$ cat config.mk
export PLATFORM = sky130hd
export DESIGN_NAME = cam_capture
export DESIGN_NICKNAME = d
export VERILOG_FILES = /design/src/rtl/cam_pkg.sv /design/src/rtl/sync_edge.sv /design/src/rtl/cam_capture.sv
export SDC_FILE = /design/constraint.sdc
export NUM_CORES = 1
export LEC_CHECK = 0
export CAP_MARGIN = 20
export CELL_PAD_IN_SITES_DETAIL_PLACEMENT = 1
export CELL_PAD_IN_SITES_GLOBAL_PLACEMENT = 1
export CORE_MARGIN = 10
export CORE_UTILIZATION = 46
export DETAILED_ROUTE_END_ITERATION = 8
export PLACE_DENSITY = 0.85
export SYNTH_ARGS = -nofsm -noshare
export SYNTH_HDL_FRONTEND = slang
export SYNTH_SLANG_ARGS = --single-unit
$ cat constraint.sdc
create_clock -name clk_i -period 3.76 [get_ports clk_i]
set_input_delay 0.752 -clock clk_i [delete_from_list [all_inputs] [get_ports clk_i]]
set_output_delay 0.752 -clock clk_i [all_outputs]
set_load 0.01 [all_outputs]
$ cat src/rtl/cam_pkg.sv
// cam_pkg: shared types, frame-size defaults and pixel conversion for the
// camera capture block.
//   cam_state_t   - capture FSM states
//   rgb444_t      - 12-bit {R[3:0],G[3:0],B[3:0]} pixel
//   rgb565_to_444 - reduces an RGB565 byte pair (high byte first) to RGB444
package cam_pkg;

    localparam int IMG_W_DEF = 320;
    localparam int IMG_H_DEF = 240;

    typedef enum logic [1:0] {
        ST_IDLE    = 2'd0,
        ST_WAIT_VS = 2'd1,
        ST_CAPTURE = 2'd2
    } cam_state_t;

    typedef logic [11:0] rgb444_t;

    // hi = RRRRRGGG, lo = GGGBBBBB; keep the top 4 bits of each channel.
    function automatic rgb444_t rgb565_to_444(input logic [7:0] hi, input logic [7:0] lo);
        return {hi[7:4], hi[2:0], lo[7], lo[4:1]};
    endfunction

endpackage

$ cat src/rtl/sync_edge.sv
// sync_edge: 2-flop synchronizer for one asynchronous input, plus registered
// single-cycle rise/fall pulses detected on the second synchronizer stage.
//   clk_i   - system clock
//   rst_i   - synchronous active-high reset; all stages load RST_VAL
//   d_i     - asynchronous input
//   level_o - synchronized level (stage 2)
//   rise_o  - one-cycle pulse after a 0->1 transition of stage 2
//   fall_o  - one-cycle pulse after a 1->0 transition of stage 2
module sync_edge #(
    parameter logic RST_VAL = 1'b0
) (
    input  logic clk_i,
    input  logic rst_i,
    input  logic d_i,
    output logic level_o,
    output logic rise_o,
    output logic fall_o
);

    logic s1_reg, s2_reg, s3_reg;
    logic rise_reg, fall_reg;

    always_ff @(posedge clk_i) begin
        if (rst_i) begin
            // Loading the idle level everywhere keeps a spurious edge from
            // appearing when reset is released.
            s1_reg   <= RST_VAL;
            s2_reg   <= RST_VAL;
            s3_reg   <= RST_VAL;
            rise_reg <= 1'b0;
            fall_reg <= 1'b0;
        end else begin
            s1_reg   <= d_i;
            s2_reg   <= s1_reg;
            s3_reg   <= s2_reg;
            rise_reg <= s2_reg & ~s3_reg;
            fall_reg <= ~s2_reg & s3_reg;
        end
    end

    assign level_o = s2_reg;
    assign rise_o  = rise_reg;
    assign fall_o  = fall_reg;

endmodule

$ cat src/rtl/cam_capture.sv
// cam_capture: captures RGB565 frames from a parallel camera port into a
// frame buffer as RGB444 pixels, one write per pixel.
//   clk_i, rst_i        - system clock, synchronous active-high reset
//   start_i             - one-cycle capture request (honoured in IDLE only)
//   continuous_i        - 1 = re-arm after every frame, 0 = single frame
//   pclk_i, vsync_i,
//   href_i, data_i      - camera port, asynchronous to clk_i
//   we_o, addr_o,
//   pixel_o             - registered frame-buffer write port
//   frame_done_o        - one-cycle pulse when a captured frame ends
//   busy_o              - high while waiting for a frame or capturing
module cam_capture
    import cam_pkg::*;
#(
    parameter int IMG_W  = IMG_W_DEF,
    parameter int IMG_H  = IMG_H_DEF,
    parameter int ADDR_W = 17
) (
    input  logic              clk_i,
    input  logic              rst_i,
    input  logic              start_i,
    input  logic              continuous_i,
    input  logic              pclk_i,
    input  logic              vsync_i,
    input  logic              href_i,
    input  logic [7:0]        data_i,
    output logic              we_o,
    output logic [ADDR_W-1:0] addr_o,
    output logic [11:0]       pixel_o,
    output logic              frame_done_o,
    output logic              busy_o
);

    localparam int XW = $clog2(IMG_W + 1);
    localparam int YW = $clog2(IMG_H + 1);

    // Bit order {vsync, href, pclk}; vsync idles high (blanking).
    localparam logic [2:0] SYNC_RST = 3'b100;

    logic [2:0] raw_in;
    logic [2:0] lvl_w, rise_w, fall_w;

    assign raw_in = {vsync_i, href_i, pclk_i};

    genvar gi;
    generate
        for (gi = 0; gi < 3; gi++) begin : g_sync
            sync_edge #(
                .RST_VAL(SYNC_RST[gi])
            ) u_sync (
                .clk_i  (clk_i),
                .rst_i  (rst_i),
                .d_i    (raw_in[gi]),
                .level_o(lvl_w[gi]),
                .rise_o (rise_w[gi]),
                .fall_o (fall_w[gi])
            );
        end
    endgenerate

    logic pclk_rise, href_lvl, href_fall, vs_rise, vs_fall;
    assign pclk_rise = rise_w[0];
    assign href_lvl  = lvl_w[1];
    assign href_fall = fall_w[1];
    assign vs_rise   = rise_w[2];
    assign vs_fall   = fall_w[2];

    // Synchronizer outputs this block has no use for.
    logic unused_sync;
    assign unused_sync = ^{lvl_w[0], lvl_w[2], fall_w[0], rise_w[1]};

    // Data rides the same two-stage pipeline as pclk so it lines up with
    // the registered pclk edge pulse.
    logic [7:0] d1_reg, d2_reg;

    cam_state_t        state_reg, state_next;
    logic              frame_done_next;
    logic [XW-1:0]     x_reg;
    logic [YW-1:0]     y_reg;
    logic [ADDR_W-1:0] base_reg;
    logic              phase_reg;
    logic [7:0]        hi_reg;
    logic              write_ok;

    assign write_ok = (x_reg < XW'(IMG_W)) && (y_reg < YW'(IMG_H));
    assign busy_o   = (state_reg != ST_IDLE);

    always_comb begin
        state_next      = state_reg;
        frame_done_next = 1'b0;
        case (state_reg)
            ST_IDLE: begin
                if (start_i) state_next = ST_WAIT_VS;
            end
            ST_WAIT_VS: begin
                // Only a fresh falling edge opens a frame, so a start in
                // the middle of an active frame skips that frame.
                if (vs_fall) state_next = ST_CAPTURE;
            end
            ST_CAPTURE: begin
                if (vs_rise) begin
                    frame_done_next = 1'b1;
                    state_next      = continuous_i ? ST_WAIT_VS : ST_IDLE;
                end
            end
            default: state_next = ST_IDLE;
        endcase
    end

    always_ff @(posedge clk_i) begin
        if (rst_i) begin
            d1_reg       <= '0;
            d2_reg       <= '0;
            state_reg    <= ST_IDLE;
            frame_done_o <= 1'b0;
            we_o         <= 1'b0;
            addr_o       <= '0;
            pixel_o      <= '0;
            x_reg        <= '0;
            y_reg        <= '0;
            base_reg     <= '0;
            phase_reg    <= 1'b0;
            hi_reg       <= '0;
        end else begin
            d1_reg       <= data_i;
            d2_reg       <= d1_reg;
            state_reg    <= state_next;
            frame_done_o <= frame_done_next;
            we_o         <= 1'b0;

            if (state_reg == ST_WAIT_VS && vs_fall) begin
                x_reg     <= '0;
                y_reg     <= '0;
                base_reg  <= '0;
                phase_reg <= 1'b0;
            end else if (state_reg == ST_CAPTURE) begin
                // End of a line that produced at least one pixel; empty
                // href pulses do not advance the line.
                if (href_fall && x_reg != '0) begin
                    x_reg <= '0;
                    if (y_reg < YW'(IMG_H)) begin
                        y_reg    <= y_reg + 1'b1;
                        base_reg <= base_reg + ADDR_W'(IMG_W);
                    end
                end

                // Holding phase at 0 outside href drops a dangling odd byte
                // and realigns the next line on its high byte.
                if (!href_lvl) begin
                    phase_reg <= 1'b0;
                end else if (pclk_rise) begin
                    if (!phase_reg) begin
                        hi_reg    <= d2_reg;
                        phase_reg <= 1'b1;
                    end else begin
                        phase_reg <= 1'b0;
                        if (write_ok) begin
                            we_o    <= 1'b1;
                            addr_o  <= base_reg + ADDR_W'(x_reg);
                            pixel_o <= rgb565_to_444(hi_reg, d2_reg);
                        end
                        if (x_reg < XW'(IMG_W)) x_reg <= x_reg + 1'b1;
                    end
                end
            end
        end
    end

endmodule

==> impl_metrics.yaml, run 1 <==
drt:
  drtPass1Iterations: 4
  first_iter_violations: 219
  drt_wl_total_um: 9990
  postRouteAntennaNets: 0
  post_drt_via_cell_ratio: 5.64
  vias: 3299
  drc: 0
  wire_per_inst_um: 17.1
clocking:
  clockBufferDepth: 2
  insertion_delay_ns: 0.36
  hold_buffers: 0
  clkTransAtPathRegs_ns: 0.10
  cts_resized: 0
  cts.sinks: 98
  htreeDepth: 3
  root_buffer: "clkbuf_8"
  cts_buffers: 9
  cts_setup_buffers: 0
  cts_tree: "built"
floorplanning:
  die_h_um: 114
  core_um2: 8640
  die_w_um: 114
  ios: 47
  die-area_um2: 12900
  initial_core_util_pct: 46.6
  row_count: 34
cells_and_area:
  final_core_util_pct: 54.3
  nNetsFinal: 495
  drive_gt1_share_pct: 6.92
  mostFrequentLayoutCells: "dfxtp_1, nand2_1, clkdlybuf4s50_1"
  final_common_cell: "dfxtp_1"
  largest_reg_flops: 17
  diodes: 0
  syn_to_final_growth_pct: 16.5
timing:
  rsz0062_at_grt: "no"
  hold_viol_final: 0
  skew_ns: 0.00776
  setup-tns-final_ns: 0
  tightest_slew_ns: 1.02
  max-slew-margin-rel_pct: 32.3
  period_minus_slack_ns: 2.33
  fmax_mhz: 430
  fin_hold_ws_ns: 0.392
  maxSlewViolCount: 0
  finalSetupViolCount: 0
  period_share_pct: 61.9
setup_path:
  crit_path_start_kind: "flop"
  crit_type: "reg2out"
  critPathMaxFanout: 8
  crit_arrival_ns: 1.57
  required_ns: 3.01
  endpoint_kind: "primary output"
  r2r-start: "x_reg[6]$_SDFFE_PP0P_"
  setup.worst_path.start: "state_reg[1]$_SDFFE_PP0P_"
yosys:
  synthTopCellsByArea: "dfxtp_1, a21oi_1, nand2_1"
  synth_top_area_share_pct: 48.8
  yosys_register_bits: 98
  syn_avg_cell_area_um2: 9.14
  synthCells: 440
  async_reset_ff_share_pct: 0
  synth_seq_area_share_pct: 48.8
  synth_edf_count: 0
  synth_warnings: 0
  ys.flop_type: "dfxtp_1"
  netlist_area_um2: 4020
  yosysTopAreaCell: "dfxtp_1"
  synth.distinct_cells: 53
  syn_nets: 463
power_and_ir_drop:
  p_leak_nw: 1.58
  irDropWorstVdd_v: 0.000311
  p_per_area_nw_per_um2: 375
place:
  gp_congestion: 0.882
  dp_hpwl_um: 6980
  port-buffer-count: 46
global_route:
  antenna_found_initial: 0
  grt_start_max_net_pins: 63
  overflow: 0
  grt_pass1_vias: 3470
  track_usage_pct: 15.7
  grt_pass1_wl_um: 17000
outcome:
  status: "finished clean"
worst_hold_path:
  holdCritPathClass: "reg2reg"
  worstHoldStart: "g_sync[0].u_sync.s3_reg$_SDFF_PP0_"
run:
  cap_violations: 0
-- cells by family after synthesis --
group | count (synthesis) | synth area share (%)
and+or+nand+nor | 182 | 25.1
DFF | 98 | 48.8
AOI/OAI and AO/OA | 95 | 14.7
buffers and inverters | 37 | 4.14
xor gates and xnor gates | 12 | 2.61
muxes | 8 | 1.99
adders and majority gates | 8 | 2.67
-- through the flow --
step           setup slack, ns  power (mW)  cell area [um^2]  std cells
2_1_floorplan             1.96        1.11              4020        440
3_3_place_gp              1.71        1.13              4500        569
3_5_place_dp              1.61        1.14              4500        569
4_1_cts                   1.41        1.78              4690        585
5_1_grt                   1.30        1.83              4690        585
6_report                  1.43        1.76              4690        585
-- critical path, cell delays in order (launching register included) --
cell	delay, ns
dfxtp_1	0.40
or2_2	0.33
clkdlybuf4s50_1	0.48
-- layer usage --
metal	vias up	wire, um	track usage (%)
met5	-	0	0
met4	0	89	3.30
met3	8	417	4.83
met2	50	5040	26.6
met1	1632	4440	19.1
li1	1609	-	-
-- where the power goes --
| part | internal, mW | switching, mW | leakage (nW) |
|---|---|---|---|
| combinational | 0.0268 | 0.0263 | 0.690 |
| sequential | 1.05 | 0.00759 | 0.795 |
| clock | 0.254 | 0.393 | 0.0912 |
| total | 1.33 | 0.427 | 1.58 |
-- worst paths after layout --
path	cells after the start	slack, ns	to
max	2	1.43	busy_o
max reg2reg	4	1.57	addr_o[9]$_SDFFE_PP0P_
min	1	0.39	g_sync[0].u_sync.rise_o$_SDFF_PP0_
min reg2reg	1	0.39	g_sync[0].u_sync.rise_o$_SDFF_PP0_
-- area by class of cell --
cell class / instances / area [um^2]
multi-input combinational: 305 / 1890
inverter: 10 / 37.5
sequential: 98 / 1960
tap: 108 / 135
timing repair buffer: 48 / 470
clock buffer: 9 / 124
fill: 991 / 3950
clock inverter: 7 / 62.6
-- cell usage after synthesis, types with 4 or more instances --
library cell and count:
dfxtp_1 98, nand2_1 48, a21oi_1 43, nor2_1 32, nor2b_1 24, nand3_1 16
clkbuf_1 15, o21ai_0 14, o31ai_1 11, inv_1 10, or4_1 10, mux2i_1 8
a211oi_1 7, ha_1 7, xnor2_1 7, and3_1 6, buf_2 6, nand4_1 6
nor4_1 6, and4_1 5, xor2_1 5, o21a_1 4, or2_2 4
No activity file was read; power rests on OpenSTA's default activity.
==> run 2, diff against run 1 <==
- CORE_UTILIZATION: 46 -> 42
- PLACE_DENSITY: 0.85 -> 0.78
- clock period: 3.76 -> 2.4 ns (I/O delays scaled with it)
==> impl_metrics.yaml, run 2 (synthesized netlist as in run 1, its figures left out) <==
outcome:
  status: "finished clean"
setup_path:
  crit_path_start_kind: "flop"
  cp_cell_sequence: "ha_1, inv_1, fa_1, nor2b_1, o211ai_1, xor2_1, a211oi_1"
  required_ns: 2.69
  crit_type: "reg2reg"
  endpoint_kind: "flop"
  critPathSlowestCell: "dfxtp_1"
  critPathMaxFanout: 8
  r2r-start: "x_reg[6]$_SDFFE_PP0P_"
  ff2ff_setup_slack_ns: 0.33
  cp_slowest_stage_delay_ns: 0.50
  setup.worst_path.start: "x_reg[6]$_SDFFE_PP0P_"
  crit_arrival_ns: 2.37
clocking:
  clkTransAtPathRegs_ns: 0.10
  hold_buffers: 0
  cts_setup_buffers: 0
  insertion_delay_ns: 0.38
  cts.sinks: 98
  cts_resized: 0
  cts_buffers: 9
  cts_tree: "built"
  root_buffer: "clkbuf_8"
  htreeDepth: 3
  clockBufferDepth: 2
timing:
  finalSetupViolCount: 0
  rsz0062_at_grt: "no"
  max-slew-margin-rel_pct: 60.2
  tightest_slew_ns: 0.596
  fin_hold_ws_ns: 0.391
  hold_viol_final: 0
  skew_ns: 0.0152
  fmax_mhz: 483
  period_minus_slack_ns: 2.07
  setup-tns-final_ns: 0
  setup_ws_ns: 0.329
  maxSlewViolCount: 0
  period_share_pct: 86.3
floorplanning:
  row_count: 35
  ios: 47
  die-area_um2: 13900
  die_h_um: 118
  die_w_um: 118
  initial_core_util_pct: 43.3
  core_um2: 9280
drt:
  post_drt_via_cell_ratio: 5.42
  vias: 3315
  drtPass1Iterations: 4
  first_iter_violations: 130
  drt_wl_total_um: 10200
  drc: 0
  postRouteAntennaNets: 0
  wire_per_inst_um: 16.6
place:
  place_ws_ns: 0.347
  dp.cells: 596
  dpl-instance-area_um2: 4570
  dp_hpwl_um: 7350
  gp_congestion: 0.853
  port-buffer-count: 46
cells_and_area:
  mostFrequentLayoutCells: "dfxtp_1, nand2_1, clkdlybuf4s50_1"
  nNetsFinal: 501
  diodes: 0
  final_common_cell: "dfxtp_1"
  syn_to_final_growth_pct: 18.4
  fin_area_um2: 4760
  drive_gt1_share_pct: 8.07
  final_core_util_pct: 51.3
  final_cells: 612
  largest_reg_flops: 17
global_route:
  antenna_found_initial: 0
  track_usage_pct: 14.9
  grt_pass1_wl_um: 17400
  overflow: 0
  grt_pass1_vias: 3428
  grt_start_max_net_pins: 38
power_and_ir_drop:
  p_leak_nw: 1.61
  p_per_area_nw_per_um2: 588
  irDropWorstVdd_v: 0.000271
  total_power_mw: 2.80
worst_hold_path:
  worstHoldStart: "g_sync[0].u_sync.s3_reg$_SDFF_PP0_"
  holdCritPathClass: "reg2reg"
run:
  cap_violations: 0
[run 2: cell count changes in the layout (fill, tap and decap cells not counted), sizes merged]
cell    previous run  this run
buf                3         9
clkbuf             9        10
clkinv             2         0
inv               13        14
[run 2: worst max-delay path, delay by kind of cell (launching register included)]
| kind | cells | cell delay (ns) |
|---|---|---|
| XOR/XNOR | 1 | 0.16 |
| AND/OR/NAND/NOR | 1 | 0.28 |
| flip-flops | 1 | 0.50 |
| AO/OA/AOI/OAI | 2 | 0.37 |
| adder cells (fa/ha/maj) | 2 | 0.62 |
| buffers and inverters | 1 | 0.06 |
[run 2: metal layers]
metal  vias to the layer above  wire length (um)  global-route usage (%)  share of wire [%]
met2                        56              5040                    25.3                 50
met1                      1621              4650                    18.0                 46
met3                        12               359                    3.69                3.5
li1                       1626                 -                       -                  -
met5                         -                 0                       0                  0
met4                         0               127                    4.71                1.2
[run 2: cell type report]
| class | count | area, um^2 |
|---|---|---|
| clock buffer | 10 | 138 |
| fill | 1098 | 4520 |
| timing repair buffer | 54 | 515 |
| sequential | 98 | 1960 |
| multi-input combinational | 305 | 1890 |
| inverter | 10 | 37.5 |
| tap | 129 | 161 |
| clock inverter | 6 | 55.1 |
[run 2: where the power goes]
part	leakage (nW)	switching, mW	internal (mW)
Combinational	0.718	0.0424	0.0464
Clock	0.0934	0.626	0.427
Sequential	0.795	0.0102	1.65
[run 2: worst paths after layout]
path	to	cells past startpoint
min reg2reg	g_sync[0].u_sync.rise_o$_SDFF_PP0_	1
max	addr_o[14]$_SDFFE_PP0P_	7
min	g_sync[0].u_sync.rise_o$_SDFF_PP0_	1
max reg2reg	addr_o[14]$_SDFFE_PP0P_	7
